==> src/rtl/fish_spawn_scheduler.sv <==
// Fish scheduler: arming delay, spawn, horizontal sweep with wrap, hold while hooked; all outputs registered, one clk after a tick.
// No backpressure: state only moves on tick, the LFSR and spawn_pulse clear run every clk.
module fish_spawn_scheduler #(
   parameter int unsigned X_START     = 798,
   parameter int unsigned X_END       = 144,
   parameter int unsigned SPEED       = 2,
   parameter int unsigned ARM_TICKS   = 400,
   parameter int unsigned JITTER_BITS = 6,
   parameter logic [15:0] LFSR_SEED   = 16'hACE1
) (
   input  logic       clk,
   input  logic       rst,
   input  logic       tick,
   input  logic [1:0] level,
   input  logic       activity,
   input  logic       hooked,
   input  logic       caught_done,
   output logic [9:0] fish_x,
   output logic [9:0] fish_y,
   output logic       fish_visible,
   output logic       spawn_pulse,
   output logic [1:0] sched_state,
   output logic [7:0] sweep_count
);

   localparam logic [15:0] SEED_EFF = (LFSR_SEED == 16'h0000) ? 16'hACE1 : LFSR_SEED;
   localparam int unsigned JIT_MAX  = (1 << JITTER_BITS) - 1;
   localparam logic [9:0]  JIT_MASK = 10'(JIT_MAX);

   generate
      if (JITTER_BITS > 8 || ARM_TICKS + JIT_MAX > 1023) begin : g_bad_params
         $error("fish_spawn_scheduler: arming target does not fit in 10 bits");
      end
   endgenerate

   typedef enum logic [1:0] {
      ARMING = 2'd0,
      SWEEP  = 2'd1,
      HOOKED = 2'd2
   } state_t;

   state_t      state_q;
   logic [9:0]  x_q;
   logic [9:0]  y_q;
   logic [9:0]  cnt_q;
   logic [9:0]  tgt_q;
   logic [7:0]  sweep_q;
   logic        spawn_q;
   logic        vis_q;
   logic [15:0] lfsr_q;
   logic [15:0] lfsr_d;

   logic [10:0] step_w;
   logic        wrap_w;
   logic [9:0]  drawn_tgt;

   function automatic logic [9:0] lane_y(input logic [1:0] lvl);
      case (lvl)
         2'd0:    lane_y = 10'd470;
         2'd1:    lane_y = 10'd380;
         2'd2:    lane_y = 10'd290;
         default: lane_y = 10'd200;
      endcase
   endfunction

   // Fibonacci taps 16,14,13,11; free-running so jitter depends on clk-level timing of the wrap.
   assign lfsr_d    = {lfsr_q[14:0], lfsr_q[15] ^ lfsr_q[13] ^ lfsr_q[12] ^ lfsr_q[10]};
   assign step_w    = 11'(SPEED) + {9'd0, level};
   assign wrap_w    = ({1'b0, x_q} < (11'(X_END) + step_w));
   assign drawn_tgt = 10'(ARM_TICKS) + (lfsr_q[9:0] & JIT_MASK);

   always_ff @(posedge clk or posedge rst) begin
      if (rst) begin
         state_q <= ARMING;
         x_q     <= 10'(X_START);
         y_q     <= 10'd470;
         cnt_q   <= 10'd0;
         tgt_q   <= 10'(ARM_TICKS);
         sweep_q <= 8'd0;
         spawn_q <= 1'b0;
         vis_q   <= 1'b0;
         lfsr_q  <= SEED_EFF;
      end else begin
         lfsr_q  <= lfsr_d;
         spawn_q <= 1'b0;
         if (tick) begin
            case (state_q)
               ARMING: begin
                  y_q   <= lane_y(level);
                  vis_q <= 1'b0;
                  if (activity) begin
                     if (cnt_q == tgt_q - 10'd1) begin
                        state_q <= SWEEP;
                        vis_q   <= 1'b1;
                        x_q     <= 10'(X_START);
                        spawn_q <= 1'b1;
                     end else begin
                        cnt_q <= cnt_q + 10'd1;
                     end
                  end
               end
               SWEEP: begin
                  // A catch on the wrap tick wins: the fish stays where it was hooked.
                  if (hooked) begin
                     state_q <= HOOKED;
                  end else if (wrap_w) begin
                     state_q <= ARMING;
                     vis_q   <= 1'b0;
                     x_q     <= 10'(X_START);
                     cnt_q   <= 10'd0;
                     tgt_q   <= drawn_tgt;
                     if (sweep_q != 8'hFF) sweep_q <= sweep_q + 8'd1;
                  end else begin
                     x_q <= x_q - step_w[9:0];
                  end
               end
               HOOKED: begin
                  if (caught_done) begin
                     state_q <= ARMING;
                     vis_q   <= 1'b0;
                     x_q     <= 10'(X_START);
                     y_q     <= lane_y(level);
                     cnt_q   <= 10'd0;
                     tgt_q   <= drawn_tgt;
                  end
               end
               default: begin
                  state_q <= ARMING;
                  vis_q   <= 1'b0;
               end
            endcase
         end
      end
   end

   assign fish_x       = x_q;
   assign fish_y       = y_q;
   assign fish_visible = vis_q;
   assign spawn_pulse  = spawn_q;
   assign sched_state  = state_q;
   assign sweep_count  = sweep_q;

endmodule

==> config.mk <==
export PLATFORM = sky130hd
export DESIGN_NAME = fish_spawn_scheduler
export DESIGN_NICKNAME = d
export VERILOG_FILES = /design/src/rtl/fish_spawn_scheduler.sv
export SDC_FILE = /design/constraint.sdc
export NUM_CORES = 1
export LEC_CHECK = 0
export ABC_CLOCK_PERIOD_IN_PS = 2850
export BUFFER_PORTS_ARGS = -buffer_cell sky130_fd_sc_hd__buf_4
export CAP_MARGIN = 0
export CORE_AREA = 10 10 94 96
export CTS_CLUSTER_DIAMETER = 40
export DETAILED_ROUTE_END_ITERATION = 10
export DIE_AREA = 0 0 104 106
export PLACE_DENSITY = 0.77
export SLEW_MARGIN = 20
export SYNTH_ARGS = -nofsm -noshare
export SYNTH_HDL_FRONTEND = slang
export SYNTH_SLANG_ARGS = --single-unit
==> constraint.sdc <==
create_clock -name clk -period 2.85 [get_ports clk]
set_input_delay 0.285 -clock clk [delete_from_list [all_inputs] [get_ports clk]]
set_output_delay 0.285 -clock clk [all_outputs]
set_load 0.01 [all_outputs]
==> impl_metrics.toml <==
[status]
run_status = "finished, final reports clean"

[die]
initial_core_util = 0.478
die_w_um = 104
core_um2 = 7060
die_area_um2 = 11000
num_rows = 31
die-height_um = 106
ioPinCount = 40

[sta]
setup-tns-final_ns = 0
finalSetupViolations = 0
tightestPinTransition_ns = 0.751
maxSlewHeadroom = 0.499
drv_slew = 0
worst_clock_skew_ns = 0.00956
rsz0062_at_grt = "no"
fin_crit_ns = 2.67
fmax_mhz = 374
post-route-period-util = 0.938
finalHoldViolCount = 0

[drt]
wl_per_cell_um = 15.6
detail_route.iter0.violations = 113
drc = 0
drtPass1Iterations = 4
ant_nets = 0
vias_per_cell = 5.57
drt-total-wl_mm = 7.15
num_vias = 2558

[critical_path]
ff2ff_path_depth = 8
startpoint = "tgt_q[1]"
crit_fanout = 6
start_kind = "flop"
r2r-end = "sched_state[1]"
cpPeakStageDelay_ns = 0.43
r2r_start = "tgt_q[1]"
crit_buf_inv = 1
crit_slowest_cell = "or3_4"
worstSetupEndpoint = "sched_state[1]"
crit_type = "flop to flop"
crit_required_ns = 3.09
cp.arrival_ns = 2.92
crit_chain = "inv_1, ha_1, nor2b_1, or3_1, a31o_2, or3_4, a221oi_2, mux2_2"
cp-end-kind = "flop"
crit_family = "simple AND/OR/NAND/NOR gates"
cp.depth = 8
ff2ff_setup_slack_ns = 0.18

[global_route]
track_usage = 0.135
grt_max_degree = 63
grt_antenna_before_repair = 0
gr-total-overflow = 0
grt_pass1_wl_mm = 12.3
grt_pass1_vias = 2563

[placement]
io_buffer_count = 37
dp_hpwl_mm = 5.16
place_congestion = 0.855

[clock_tree]
clk_pin_slew_ns = 0.08
cts_buffers = 9
htreeDepth = 3
cts_tree = "yes"
clk_path_buf_depth = 2
root_buffer = "clkbuf_8"
clk_latency_ns = 0.35
clock_sinks = 62
post-cts-setup-buffer-count = 0

[layout]
fillerInstances = 615
final_cell_mix = "buf_4, dfrtp_1, inv_1, dfstp_2, nor2_1"
fin_util = 0.566
area_growth_pct = 18.3
layout_commonest_cell = "buf_4"
seqCellArea_um2 = 1580
num_antenna_cells = 0
multi_input_area_um2 = 1620
drive_gt1_frac = 0.347
nets = 379

[min_path]
worstHoldPathType = "input port to asynchronous set/reset pin"

[yosys]
synth_cell_types = 59
avgSynthCellArea_um2 = 11.0
synth_edf_count = 0
yosys_most_used_dff = "dfrtp_1"
ys_warn_count = 0
syn_inst = 308
syn_area_um2 = 3370
ys_seq_area_frac = 0.467
ys_ff_latch = 62
synthArstFlopShare = 1.00

[pwr]
p_per_area_nw_per_um2 = 774
p_leak_nw = 1.83
ir_drop_uv = 298
p_total_mw = 3.09

[run]
maxCapViolCount = 0
[cell families (layout without fill, tap and decap cells)]
family                   Yosys count  after routing  share of synthesized area
multiplexers                      13             13                     0.0449
other                              1              2                    0.00111
adder cells (fa/ha/maj)           16             16                     0.0616
AND/OR/NAND/NOR                   91             91                      0.152
buffers and inverters             38             89                     0.0556
XOR/XNOR                          18             18                     0.0467
AO/OA/AOI/OAI                     69             69                      0.171
flip-flops                        62             62                      0.467
[worst register-to-register path, stage by stage, from the launching register on]
cell and delay (ns):
dfrtp_1 0.40, inv_1 0.06, ha_1 0.24, nor2b_1 0.16, or3_1 0.34, a31o_2 0.28
or3_4 0.43, a221oi_2 0.30, mux2_2 0.36
[cell usage after synthesis, types with 7 or more instances]
library cell / number / share of area
dfrtp_1: 42 / 0.31
inv_1: 21 / 0.023
dfstp_2: 20 / 0.16
nor2_1: 19 / 0.021
ha_1: 15 / 0.056
nand2_1: 12 / 0.013
o21ai_0: 10 / 0.015
a31oi_1: 9 / 0.017
mux2_2: 9 / 0.030
nand3_1: 9 / 0.013
xnor2_1: 9 / 0.023
xor2_1: 9 / 0.023
nor3_1: 8 / 0.012
o41ai_1: 8 / 0.021
or3_1: 8 / 0.015
o211ai_1: 7 / 0.016
o41ai_2: 7 / 0.034
[layout make-up]
cell class,count,area share
flip-flops and latches,62,0.395
clock inverters,7,0.0188
repair buffers,52,0.0978
multi-input cells,209,0.407
well taps,99,0.0310
clock buffers,9,0.0310
inverters,21,0.0197
[worst min path at each step]
stage                         start         end  cells past startpoint
after floorplan           lfsr_q[8]   lfsr_q[9]                      0
after global placement    lfsr_q[8]   lfsr_q[9]                      0
after detailed placement  lfsr_q[9]  lfsr_q[10]                      0
after CTS                       rst   fish_x[7]                      3
after global routing            rst   fish_y[3]                      3
final                           rst   fish_y[3]                      3
[flip-flops by register name (all words and copies together), names as in the netlist]
signal	cells
spawn_pulse	1
sched_state	2
cnt_q	10
lfsr_q	16
sweep_count	8
fish_x	10
tgt_q	7
fish_y	7
fish_visible	1
[repair_timing]
action                     in CTS  in global routing
gates resized for setup         0                  2
setup endpoints to repair       0                  3
hold buffers                    0                  0
[power breakdown]
part           leakage, nW  internal (mW)  switching [mW]
logic                0.964          0.497           0.577
registers            0.774           1.07           0.170
clock network       0.0914          0.404           0.371
[per-stage QoR]
stage	std cells	cell area, um2	hold slack (ns)	setup slack (ns)
6_report	459	3990	0.144	0.177
5_1_grt	459	3990	0.213	0.0494
4_1_cts	459	3980	0.184	0.124
3_5_place_dp	443	3780	0.340	0.116
3_3_place_gp	443	3780	0.336	0.192
2_1_floorplan	309	3380	0.331	0.191
[routing by layer]
metal	track usage	share of wire	vias to the layer above
met1	0.171	0.45	1259
met4	0.0726	0.022	0
met2	0.207	0.46	73
li1	-	-	1213
met3	0.0374	0.062	13
met5	0	0	-
No activity file was read; power rests on OpenSTA's default activity.
